$ cat src/rtl/retry_reorder_end_pkg.sv
// Shared types and helpers for the retry reorder stage.
// Holds the ID width defaults, the retry request record and the buffer depth helper.
package retry_reorder_end_pkg;

    localparam int unsigned DefaultIdSize = 4;

    typedef struct packed {
        logic [DefaultIdSize-1:0] id;
    } retry_req_t;

    function automatic int unsigned buffer_depth(input int unsigned id_size);
        return 32'd1 << id_size;
    endfunction

endpackage

$ cat src/rtl/retry_reorder_end_if.sv
// Handshake bundle between time_DMR_end, the reorder stage, its consumer and retry_start.
// The slave modport is the reorder stage; the master modport is its environment.
interface retry_reorder_end_if
    import retry_reorder_end_pkg::*;
#(
    parameter type         DataType = logic,
    parameter int unsigned IDSize   = DefaultIdSize
) ();

    DataType           data_i;
    logic [IDSize-1:0] id_i;
    logic              needs_retry_i;
    logic              valid_i;
    logic              ready_o;

    DataType           data_o;
    logic              valid_o;
    logic              ready_i;

    logic [IDSize-1:0] retry_id_o;
    logic              retry_valid_o;
    logic              retry_ready_i;

    logic              duplicate_o;
    logic [IDSize:0]   occupancy_o;

    modport slave (
        input  data_i, id_i, needs_retry_i, valid_i, ready_i, retry_ready_i,
        output ready_o, data_o, valid_o, retry_id_o, retry_valid_o, duplicate_o, occupancy_o
    );

    modport master (
        output data_i, id_i, needs_retry_i, valid_i, ready_i, retry_ready_i,
        input  ready_o, data_o, valid_o, retry_id_o, retry_valid_o, duplicate_o, occupancy_o
    );

endinterface

$ cat src/rtl/retry_reorder_end_retry_req_reg.sv
// One-entry registered holding stage for retry requests.
// The output is purely registered; only the upstream ready depends on the downstream ready.
module retry_req_reg
    import retry_reorder_end_pkg::*;
#(
    parameter type ReqType = retry_req_t
) (
    input  logic   clk_i,
    input  logic   rst_ni,
    input  logic   valid_i,
    output logic   ready_o,
    input  ReqType req_i,
    output logic   valid_o,
    input  logic   ready_i,
    output ReqType req_o
);

    logic   valid_q;
    ReqType req_q;

    assign ready_o = !valid_q || ready_i;
    assign valid_o = valid_q;
    assign req_o   = req_q;

    // A refill in the same cycle as a drain wins, keeping the register full.
    always_ff @(posedge clk_i or negedge rst_ni) begin
        if (!rst_ni) begin
            valid_q <= 1'b0;
            req_q   <= '0;
        end else if (valid_i && ready_o) begin
            valid_q <= 1'b1;
            req_q   <= req_i;
        end else if (ready_i) begin
            valid_q <= 1'b0;
        end
    end

endmodule

$ cat src/rtl/retry_reorder_end.sv
// Reorder buffer after time_DMR_end: faulty IDs go back to retry_start,
// good results are parked by ID and released strictly in ID order.
module retry_reorder_end
    import retry_reorder_end_pkg::*;
#(
    parameter type         DataType = logic,
    parameter int unsigned IDSize   = DefaultIdSize
) (
    input  logic               clk_i,
    input  logic               rst_ni,
    retry_reorder_end_if.slave bus
);

    localparam int unsigned Depth = buffer_depth(IDSize);

    typedef struct packed {
        logic [IDSize-1:0] id;
    } req_t;

    DataType           slot_data [Depth];
    logic [Depth-1:0]  slot_valid;
    logic [IDSize-1:0] out_ptr;
    logic [IDSize:0]   occupancy_q;
    logic              duplicate_q;

    logic good_in, faulty_in, store, duplicate, pop;
    logic retry_in_ready, retry_valid;
    req_t retry_in_req, retry_out_req;

    assign good_in   = bus.valid_i && !bus.needs_retry_i;
    assign faulty_in = bus.valid_i && bus.needs_retry_i;
    assign store     = good_in && !slot_valid[bus.id_i];
    assign duplicate = good_in && slot_valid[bus.id_i];
    assign pop       = slot_valid[out_ptr] && bus.ready_i;

    assign bus.ready_o     = !bus.needs_retry_i || retry_in_ready;
    assign bus.valid_o     = slot_valid[out_ptr];
    assign bus.data_o      = slot_data[out_ptr];
    assign bus.duplicate_o = duplicate_q;
    assign bus.occupancy_o = occupancy_q;

    assign retry_in_req.id = bus.id_i;
    assign bus.retry_id_o    = retry_out_req.id;
    assign bus.retry_valid_o = retry_valid;

    retry_req_reg #(
        .ReqType (req_t)
    ) u_retry_req_reg (
        .clk_i   (clk_i),
        .rst_ni  (rst_ni),
        .valid_i (faulty_in),
        .ready_o (retry_in_ready),
        .req_i   (retry_in_req),
        .valid_o (retry_valid),
        .ready_i (bus.retry_ready_i),
        .req_o   (retry_out_req)
    );

    // Payload storage carries no reset; a slot is only read once its valid bit is set.
    always_ff @(posedge clk_i) begin
        if (store) begin
            slot_data[bus.id_i] <= bus.data_i;
        end
    end

    // A store never targets the slot being popped: popping needs it full, storing needs it empty.
    always_ff @(posedge clk_i or negedge rst_ni) begin
        if (!rst_ni) begin
            slot_valid  <= '0;
            out_ptr     <= '0;
            occupancy_q <= '0;
            duplicate_q <= 1'b0;
        end else begin
            if (pop) begin
                slot_valid[out_ptr] <= 1'b0;
                out_ptr             <= out_ptr + 1'b1;
            end
            if (store) begin
                slot_valid[bus.id_i] <= 1'b1;
            end
            case ({store, pop})
                2'b10:   occupancy_q <= occupancy_q + 1'b1;
                2'b01:   occupancy_q <= occupancy_q - 1'b1;
                default: occupancy_q <= occupancy_q;
            endcase
            duplicate_q <= duplicate;
        end
    end

endmodule

$ cat src/flat_wrapper.sv
// flat-port wrapper written by rule: the top's interface ports become plain ports
module retry_reorder_end_flat import retry_reorder_end_pkg::*;
#(
    parameter type         DataType = logic,
    parameter int unsigned IDSize   = DefaultIdSize
)
  (clk_i, rst_ni, bus_data_i, bus_id_i, bus_needs_retry_i, bus_valid_i, bus_ready_i, bus_retry_ready_i, bus_ready_o, bus_data_o, bus_valid_o, bus_retry_id_o, bus_retry_valid_o, bus_duplicate_o, bus_occupancy_o);
  retry_reorder_end_if #(.DataType(DataType), .IDSize(IDSize)) bus_i ();
  input  logic clk_i;
  input  logic rst_ni;
  input wire logic [$bits(bus_i.data_i)-1:0] bus_data_i;
  input wire logic [$bits(bus_i.id_i)-1:0] bus_id_i;
  input wire logic [$bits(bus_i.needs_retry_i)-1:0] bus_needs_retry_i;
  input wire logic [$bits(bus_i.valid_i)-1:0] bus_valid_i;
  input wire logic [$bits(bus_i.ready_i)-1:0] bus_ready_i;
  input wire logic [$bits(bus_i.retry_ready_i)-1:0] bus_retry_ready_i;
  output wire logic [$bits(bus_i.ready_o)-1:0] bus_ready_o;
  output wire logic [$bits(bus_i.data_o)-1:0] bus_data_o;
  output wire logic [$bits(bus_i.valid_o)-1:0] bus_valid_o;
  output wire logic [$bits(bus_i.retry_id_o)-1:0] bus_retry_id_o;
  output wire logic [$bits(bus_i.retry_valid_o)-1:0] bus_retry_valid_o;
  output wire logic [$bits(bus_i.duplicate_o)-1:0] bus_duplicate_o;
  output wire logic [$bits(bus_i.occupancy_o)-1:0] bus_occupancy_o;
  assign bus_i.data_i = bus_data_i;
  assign bus_i.id_i = bus_id_i;
  assign bus_i.needs_retry_i = bus_needs_retry_i;
  assign bus_i.valid_i = bus_valid_i;
  assign bus_i.ready_i = bus_ready_i;
  assign bus_i.retry_ready_i = bus_retry_ready_i;
  assign bus_ready_o = bus_i.ready_o;
  assign bus_data_o = bus_i.data_o;
  assign bus_valid_o = bus_i.valid_o;
  assign bus_retry_id_o = bus_i.retry_id_o;
  assign bus_retry_valid_o = bus_i.retry_valid_o;
  assign bus_duplicate_o = bus_i.duplicate_o;
  assign bus_occupancy_o = bus_i.occupancy_o;
  retry_reorder_end #(.DataType(DataType), .IDSize(IDSize)) u_core (.clk_i(clk_i), .rst_ni(rst_ni), .bus(bus_i));
endmodule
$ cat config.mk
export PLATFORM = sky130hd
export DESIGN_NAME = retry_reorder_end_flat
export DESIGN_NICKNAME = d
export VERILOG_FILES = /design/src/rtl/retry_reorder_end_pkg.sv /design/src/rtl/retry_reorder_end_if.sv /design/src/rtl/retry_reorder_end_retry_req_reg.sv /design/src/rtl/retry_reorder_end.sv /design/src/flat_wrapper.sv
export SDC_FILE = /design/constraint.sdc
export NUM_CORES = 1
export LEC_CHECK = 0
export CORE_ASPECT_RATIO = 1.75
export CORE_MARGIN = 4
export CORE_UTILIZATION = 30
export CTS_BUF_LIST = sky130_fd_sc_hd__clkbuf_4 sky130_fd_sc_hd__clkbuf_8
export DETAILED_ROUTE_END_ITERATION = 10
export SLEW_MARGIN = 0
export SYNTH_ARGS = -nofsm -noshare
export SYNTH_HDL_FRONTEND = slang
export SYNTH_HIERARCHICAL = 1
export SYNTH_SLANG_ARGS = --single-unit
$ cat constraint.sdc
create_clock -name clk_i -period 4.1 [get_ports clk_i]
set_input_delay 1.23 -clock clk_i [delete_from_list [all_inputs] [get_ports clk_i]]
set_output_delay 1.23 -clock clk_i [all_outputs]
set_load 0.005 [all_outputs]
==> impl_metrics.json, run 1 <==
{
  "dp_hpwl_um": 4760,
  "first_pass_iters": 4,
  "maxCapViolCount": 0,
  "endpoint_kind": "flop",
  "antennaDiodeCount": 0,
  "post-place-cells": 352,
  "final_layout_size_suffix_gt1_frac": 0.232,
  "ff2ff_path_depth": 14,
  "finish.instance_area_um2": 3140,
  "synth_edf_count": 16,
  "clk_path_buf_depth": 2,
  "synth_ff_type": "dfrtp_1",
  "synth.most_common_cell": "dfrtp_1",
  "wl_per_cell_um": 17.3,
  "yosysSeqAreaShare": 0.485,
  "floorplan.io_pins": 25,
  "yosysUniqueCellTypes": 51,
  "stdcell_count": 361,
  "cp_max_fo": 6,
  "vias_per_cell": 5.04,
  "p_leak_nw": 1.26,
  "holdPathStages": 1,
  "synth.top_cell.area_share": 0.299,
  "synth.area.top_cells": "dfrtp_1 30%, edfxtp_1 19%, mux4_2 8.7%, a21o_1 3.8%, ha_1 3.4%",
  "grt_pass1_wl_um": 9920,
  "dieArea_um2": 10200,
  "worstMarginPinSlew_ns": 0.608,
  "path_clk_slew_ns": 0.08,
  "power.density_nw_per_um2": 699,
  "start_util": 0.310,
  "final.min_clock_period_ns": 3.89,
  "grt_max_degree": 32,
  "ys_ff_latch": 47,
  "slew_viol_final": 0,
  "area.growth.synth_to_final_pct": 21.1,
  "cts.sinks": 47,
  "hold_path_end": "u_core/bus.occupancy_o[4]$_DFFE_PN0P_",
  "path_class": "in -> reg",
  "drc": 0,
  "dpl-instance-area_um2": 2990,
  "synth.cell_area_um2": 2590,
  "grt_usage": 0.131,
  "synth_common_cells": "31 x dfrtp_1, 22 x nor2_1, 16 x edfxtp_1",
  "fin_util": 0.375,
  "wl_um": 6260,
  "fin_nets": 263,
  "whs_ns": 0.473,
  "cts_tree": "done",
  "drt_iter0_markers": 65,
  "required_ns": 4.30,
  "overflow": 0,
  "skew_ns": 0.00724,
  "tns_ns": 0,
  "core-area_um2": 8370,
  "status": "complete, no violations",
  "via_count": 1818,
  "hold_viol_final": 0,
  "antenna_left": 0,
  "rrSetupSlack_ns": 0.84,
  "worstPathArrival_ns": 4.10,
  "max_freq_mhz": 257,
  "synth_nets": 231,
  "startpoint_type": "primary input",
  "vdd_drop_max_uv": 260,
  "clk_latency_ns": 0.31,
  "fin_crit_sh": 0.950,
  "hp-class": "reg -> reg",
  "setup_viol": 0,
  "htreeDepth": 2,
  "cts_setup_buffers": 0,
  "hp-start": "u_core/bus.occupancy_o[4]$_DFFE_PN0P_",
  "placementRows": 44,
  "cts_made_buffers": 5,
  "syn_area_per_cell_um2": 12.2,
  "port_buffers": 24,
  "globalplace.congestion": 0.883,
  "fp.dieW_um": 78.3,
  "clock-root-buffer": "clkbuf_8",
  "synth_top_area_cell": "dfrtp_1",
  "r2r-end": "u_core/bus.occupancy_o[4]$_DFFE_PN0P_",
  "grt_setup_unrepaired": "no",
  "grt_pass1_vias": 1826,
  "async_flop_share": 0.660,
  "ys_warn_count": 6,
  "antenna_found_initial": 0,
  "slew_headroom": 0.595,
  "die-height_um": 131,
  "r2r-start": "u_core/out_ptr[1]$_DFFE_PN0N_",
  "netlist_instances": 213,
  "cts_hold_repair.buffers": 0
}
## flip-flops by register name (all words and copies together) (netlist names)
name / flops
u_core/bus.occupancy_o: 5
u_core/out_ptr: 4
u_core/slot_data: 16
u_core/slot_valid: 16
u_core/bus.duplicate_o: 1
u_core/u_retry_req_reg/req_o: 4
u_core/u_retry_req_reg/valid_o: 1
## critical path: stages
cell and delay (ns):
clkdlybuf4s50_1 0.65, mux4_2 0.37, mux4_2 0.49, nand2b_4 0.16
ha_1 0.20, xor2_1 0.15, ha_2 0.20, o31ai_1 0.21
a21oi_1 0.10, o21ai_1 0.13, nand2b_1 0.08, xnor2_1 0.12
## layer usage
| metal | global-route usage | vias up | routed length (µm) |
|---|---|---|---|
| met4 | 0.0762 | 0 | 302 |
| met5 | 0 | - | 0 |
| met1 | 0.130 | 903 | 2180 |
| met2 | 0.248 | 53 | 3520 |
| li1 | - | 842 | - |
| met3 | 0.0254 | 20 | 244 |
## layout by cell type, fill, tap and decap left out, types with 3 or more instances in the layout
master	Yosys	routed
a21o_1	13	13
a21oi_1	3	3
buf_4	2	10
clkbuf_8	0	5
clkdlybuf4s50_1	0	23
dfrtp_1	31	31
edfxtp_1	16	16
ha_1	7	6
inv_1	4	4
mux2_2	6	6
mux2_4	4	4
mux4_2	10	10
nand2_1	9	9
nand2b_1	5	4
nand3_1	15	15
nand3b_1	3	3
nor2_1	22	22
nor2_2	4	4
o21ai_0	6	5
o21ai_1	4	5
xnor2_1	4	4
xor2_1	4	4
## report_power, final
| part | switching, W | total [W] | internal [W] |
|---|---|---|---|
| combinational | 0.000447 | 0.00103 | 0.000586 |
| clock | 0.000158 | 0.000336 | 0.000179 |
| sequential | 0.000203 | 0.000823 | 0.000620 |
## per-stage QoR
| step | setup slack [ns] | total power (W) |
|---|---|---|
| 2_1_floorplan | 0.184 | 0.00148 |
| 3_3_place_gp | -0.268 | 0.00183 |
| 3_5_place_dp | -0.359 | 0.00184 |
| 4_1_cts | 0.0299 | 0.00218 |
| 5_1_grt | 0.104 | 0.00233 |
| 6_report | 0.206 | 0.00219 |
## worst max path at each step
stage                                             start                                     to  slack [ns]  cells past startpoint
after global routing      u_core/out_ptr[1]$_DFFE_PN0N_                            bus_valid_o        0.10                      6
after global placement                      bus_id_i[0]  u_core/bus.occupancy_o[4]$_DFFE_PN0P_       -0.27                     13
final                                       bus_id_i[1]  u_core/bus.occupancy_o[4]$_DFFE_PN0P_        0.21                     12
after detailed placement                    bus_id_i[0]  u_core/bus.occupancy_o[4]$_DFFE_PN0P_       -0.36                     13
after floorplan                             bus_id_i[0]  u_core/bus.occupancy_o[4]$_DFFE_PN0P_        0.18                     13
after CTS                                   bus_id_i[0]  u_core/bus.occupancy_o[4]$_DFFE_PN0P_        0.03                     13
## repair_timing
| action | CTS | global route |
|---|---|---|
| pin swaps | 1 | 0 |
| gates cloned | 0 | 1 |
| endpoints found under the setup margin | 1 | 2 |
| resized for setup | 1 | 7 |
## layout make-up
cell class	instances	area, µm²
Fill cell	852	5230
Sequential cell	47	1260
Clock inverter	3	38.8
Tap cell	115	144
Inverter	4	15.0
Clock buffer	5	68.8
Multi-Input combinational cell	151	1280
Timing Repair Buffer	36	334
## cell families after synthesis
| group | after synthesis | synth area share |
|---|---|---|
| AO/OA/AOI/OAI | 33 | 0.0922 |
| XOR/XNOR | 8 | 0.0270 |
| adder cells (fa/ha/maj) | 7 | 0.0338 |
| buffers and inverters | 15 | 0.0323 |
| flip-flops | 47 | 0.485 |
| multiplexers | 24 | 0.154 |
| AND/OR/NAND/NOR | 79 | 0.176 |
Power figures use the tool's default switching activity.
==> run 2, diff against run 1 <==
- CAP_MARGIN: default -> 20
- CORE_UTILIZATION: 30 -> 57
- PLACE_DENSITY: default -> 0.8
==> impl_metrics.json, run 2 (synthesis results as in run 1) <==
{
  "start_util": 0.588,
  "p_int_w": 0.00138,
  "swShare": 0.373,
  "globalplace.congestion": 0.983,
  "first_pass_iters": 4,
  "grt_max_degree": 32,
  "p_leak_nw": 1.24,
  "dieArea_um2": 5730,
  "clk_latency_ns": 0.31,
  "cts.sinks": 47,
  "path_clk_slew_ns": 0.09,
  "setup_viol": 0,
  "antenna_left": 0,
  "area.growth.synth_to_final_pct": 18.1,
  "required_ns": 4.30,
  "drc": 0,
  "p_seq_frac": 0.384,
  "grt_usage": 0.229,
  "worstPathArrival_ns": 4.17,
  "startpoint_type": "primary input",
  "core-area_um2": 4400,
  "slew_headroom": 0.480,
  "max_freq_mhz": 252,
  "vdd_drop_max_uv": 411,
  "skew_ns": 0.00624,
  "fp.dieW_um": 59.0,
  "floorplan.io_pins": 25,
  "cts_made_buffers": 5,
  "overflow": 0,
  "die-height_um": 97.2,
  "port_buffers": 24,
  "stdcell_count": 295,
  "endpoint_kind": "flop",
  "antennaDiodeCount": 0,
  "path_class": "in -> reg",
  "slew_viol_final": 0,
  "drt_iter0_markers": 59,
  "cts_tree": "done",
  "vias_per_cell": 6.31,
  "mostFrequentLayoutCell": "dfrtp_1",
  "final.min_clock_period_ns": 3.97,
  "maxCapViolCount": 0,
  "p_sw_w": 0.000819,
  "p_total_w": 0.00219,
  "grt_pass1_wl_um": 9740,
  "fin_ws_ns": 0.133,
  "whs_ns": 0.464,
  "placementRows": 32,
  "use_met2": 0.379,
  "power.density_nw_per_um2": 717,
  "status": "complete, no violations",
  "antenna_found_initial": 0,
  "wl_per_cell_um": 20.0,
  "busiest_layer": "met2",
  "final_cell_mix": "31 x dfrtp_1, 24 x clkdlybuf4s50_1, 22 x nor2_1",
  "fin_crit_sh": 0.968,
  "hp-class": "reg -> reg",
  "post-place-cells": 285,
  "p_comb_frac": 0.458,
  "final_layout_size_suffix_gt1_frac": 0.238,
  "grt_use_met1": 0.254,
  "fill_cells": 326,
  "pwr-share-clk": 0.158,
  "worstMarginPinSlew_ns": 0.779,
  "grt_use_met3": 0.0585,
  "dp_hpwl_um": 4290,
  "cp_max_fo": 6,
  "grt_pass1_vias": 1956,
  "clock-root-buffer": "clkbuf_8",
  "via_count": 1860,
  "clk_path_buf_depth": 2,
  "fin_nets": 261,
  "hold_viol_final": 0,
  "htreeDepth": 2,
  "wl_um": 5900,
  "pre_cts_slack_ns": -0.310
}
run 2: per-stage QoR:
stage | utilization | area [µm²] | TNS, ns
after floorplan | - | 2590 | 0
after global placement | 0.655 | 2890 | -0.531
after detailed placement | 0.655 | 2890 | -0.732
after CTS | 0.682 | 3000 | 0
after global routing | 0.695 | 3060 | -0.0358
final | 0.695 | 3060 | 0
run 2: timing repair:
action	4_1_cts	5_1_grt
setup buffers	0	2
gates resized for setup	0	9
setup endpoints to repair	0	2
hold buffers	0	0
run 2: layer usage:
| layer | vias up | share of wire |
|---|---|---|
| li1 | 839 | - |
| met1 | 916 | 0.36 |
| met2 | 81 | 0.54 |
| met3 | 24 | 0.049 |
| met4 | 0 | 0.052 |
| met5 | - | 0 |
run 2: worst max-delay path, stage by stage:
cell and delay [ns]:
clkdlybuf4s50_1 0.48, buf_6 0.13, mux4_2 0.51, mux4_2 0.49, nand2b_4 0.16, ha_2 0.18
xor2_1 0.14, ha_2 0.21, o31ai_2 0.19, a21oi_1 0.10, o21ai_1 0.15, nand2b_1 0.08
xnor2_1 0.12
run 2: cell type report:
cell class	count	area, µm²	area share
Timing Repair Buffer	34	319	0.104
Sequential cell	47	1260	0.411
Clock buffer	5	68.8	0.0225
Inverter	4	15.0	0.00491
Multi-Input combinational cell	151	1290	0.422
Tap cell	51	63.8	0.0209
Clock inverter	3	46.3	0.0151
run 2: final timing paths:
check / cells past startpoint / slack (ns) / endpoint / from
worst max-delay path: 13 / 0.13 / u_core/bus.occupancy_o[4]$_DFFE_PN0P_ / bus_id_i[0]
worst min-delay path: 1 / 0.46 / u_core/bus.occupancy_o[4]$_DFFE_PN0P_ / u_core/bus.occupancy_o[4]$_DFFE_PN0P_
worst max register to register: 13 / 0.85 / u_core/bus.occupancy_o[4]$_DFFE_PN0P_ / u_core/out_ptr[1]$_DFFE_PN0N_
worst min register to register: 1 / 0.46 / u_core/bus.occupancy_o[4]$_DFFE_PN0P_ / u_core/bus.occupancy_o[4]$_DFFE_PN0P_
max in group asynchronous: 2 / 2.49 / u_core/slot_valid[2]$_DFF_PN0_ / rst_ni
min in group asynchronous: 2 / 1.31 / u_core/out_ptr[2]$_DFFE_PN0N_ / rst_ni
run 2: power groups by stage:
stage / logic [W] / clock network [W] / registers, W
after floorplan: 0.000758 / 0 / 0.000726
after global placement: 0.000937 / 0 / 0.000838
after detailed placement: 0.000962 / 0 / 0.000844
after CTS: 0.000971 / 0.000350 / 0.000834
after global routing: 0.00110 / 0.000376 / 0.000855
final: 0.00101 / 0.000347 / 0.000842
==> run 3, diff against run 2 <==
- CAP_MARGIN: 20 -> default
- CTS_CLUSTER_DIAMETER: default -> 30
- PLACE_DENSITY: 0.8 -> 0.86
==> impl_metrics.json, run 3 (synthesis results as in run 1) <==
{
  "vias_per_cell": 6.21,
  "clk_path_buf_depth": 2,
  "cts_made_buffers": 5,
  "worstMarginPinSlew_ns": 0.760,
  "fin_nets": 260,
  "drt_iter0_markers": 45,
  "startpoint_type": "flop",
  "clock-root-buffer": "clkbuf_8",
  "cp_max_fo": 17,
  "path_clk_slew_ns": 0.08,
  "cts_hold_repair.buffers": 0,
  "area.growth.synth_to_final_pct": 17.8,
  "p_leak_nw": 1.25,
  "path_class": "reg -> out",
  "antennaDiodeCount": 0,
  "drc": 0,
  "cts_setup_buffers": 0,
  "globalplace.congestion": 0.938,
  "clk_latency_ns": 0.30,
  "status": "complete, no violations",
  "required_ns": 2.87,
  "fp.dieW_um": 59.0,
  "cts_tree": "done",
  "final_cell_mix": "31 x dfrtp_1, 23 x clkdlybuf4s50_1, 22 x nor2_1",
  "wl_per_cell_um": 18.9,
  "mostFrequentLayoutCell": "dfrtp_1",
  "fin_crit_sh": 0.949,
  "floorplan.io_pins": 25,
  "endpoint_kind": "output port",
  "skew_ns": 0.0125,
  "maxCapViolCount": 0,
  "first_pass_iters": 4,
  "start_util": 0.588,
  "post-place-cells": 285,
  "pre_cts_slack_ns": -0.325,
  "antenna_found_initial": 0,
  "antenna_left": 0,
  "htreeDepth": 2,
  "via_count": 1825,
  "wl_um": 5560,
  "power.density_nw_per_um2": 711,
  "fin_ws_ns": 0.210,
  "final_layout_size_suffix_gt1_frac": 0.235,
  "port_buffers": 24,
  "grt_usage": 0.217,
  "grt_max_degree": 32,
  "slew_viol_final": 0,
  "slew_headroom": 0.493,
  "setup_viol": 0,
  "stdcell_count": 294,
  "grt_pass1_vias": 1860,
  "die-height_um": 97.2,
  "core-area_um2": 4400,
  "placementRows": 32,
  "hold_viol_final": 0,
  "vdd_drop_max_uv": 487,
  "cts.sinks": 47,
  "grt_pass1_wl_um": 9170,
  "whs_ns": 0.469,
  "dp_hpwl_um": 4180,
  "dieArea_um2": 5730,
  "hp-class": "reg -> reg",
  "grt_setup_unrepaired": "no",
  "final.min_clock_period_ns": 3.89,
  "worstPathArrival_ns": 2.66,
  "overflow": 0,
  "max_freq_mhz": 257
}
-- run 3: changes by cell type in the layout (fill, tap and decap cells not counted) --
cell             change
buf_4                -2
buf_2                +1
clkdlybuf4s50_1      -1
dlymetal6s2s_1       +1
-- run 3: final timing paths --
| path | start | end | slack (ns) | depth (start not counted) |
|---|---|---|---|---|
| min in group asynchronous | rst_ni | u_core/u_retry_req_reg/req_o[1]$_DFFE_PN0P_ | 1.31 | 2 |
| min | u_core/bus.occupancy_o[4]$_DFFE_PN0P_ | u_core/bus.occupancy_o[4]$_DFFE_PN0P_ | 0.47 | 1 |
| max reg2reg | u_core/out_ptr[1]$_DFFE_PN0N_ | u_core/bus.occupancy_o[3]$_DFFE_PN0P_ | 0.87 | 12 |
| max in group asynchronous | rst_ni | u_core/bus.occupancy_o[3]$_DFFE_PN0P_ | 2.50 | 2 |
| min reg2reg | u_core/bus.occupancy_o[4]$_DFFE_PN0P_ | u_core/bus.occupancy_o[4]$_DFFE_PN0P_ | 0.47 | 1 |
| max | u_core/out_ptr[1]$_DFFE_PN0N_ | bus_valid_o | 0.21 | 5 |
-- run 3: timing repair --
| action | CTS | global route |
|---|---|---|
| pin swaps | 1 | 2 |
| gates cloned | 0 | 1 |
| resized for setup | 1 | 9 |
| endpoints found under the setup margin | 1 | 2 |
-- run 3: report_power, final --
part | switching, W | internal [W] | leakage, nW
Combinational | 0.000421 | 0.000569 | 0.669
Sequential | 0.000214 | 0.000620 | 0.523
Clock | 0.000161 | 0.000184 | 0.0548
Total | 0.000796 | 0.00137 | 1.25
-- run 3: final cells by class --
class                   instances  area, µm²
fillers                       332       1350
inverters                       4       15.0
repair buffers                 33        312
clock inverters                 3       46.3
flip-flops and latches         47       1260
multi-input cells             151       1290
clock buffers                   5       68.8
well taps                      51       63.8
-- run 3: per-layer routing --
layer | global-route usage | part of all wire | wire [µm]
met1 | 0.235 | 0.35 | 1940
met2 | 0.378 | 0.56 | 3110
met3 | 0.0452 | 0.047 | 263
met4 | 0.115 | 0.042 | 236
met5 | 0 | 0 | 0
-- run 3: worst max-delay path, cell delays in order, from the launching register on --
cell and delay (ns):
dfrtp_1 0.84, mux2_2 0.44, o22ai_1 0.24, nor4b_2 0.11, or2_2 0.28, clkdlybuf4s50_1 0.44
-- run 3: metrics by stage --
step	total power, W	setup TNS (ns)	area (µm²)	util
6_report	0.00217	0	3050	0.693
5_1_grt	0.00232	0	3050	0.693
4_1_cts	0.00215	0	3000	0.682
3_5_place_dp	0.00180	-0.718	2890	0.655
3_3_place_gp	0.00177	-0.499	2890	0.655
2_1_floorplan	0.00148	0	2590	-
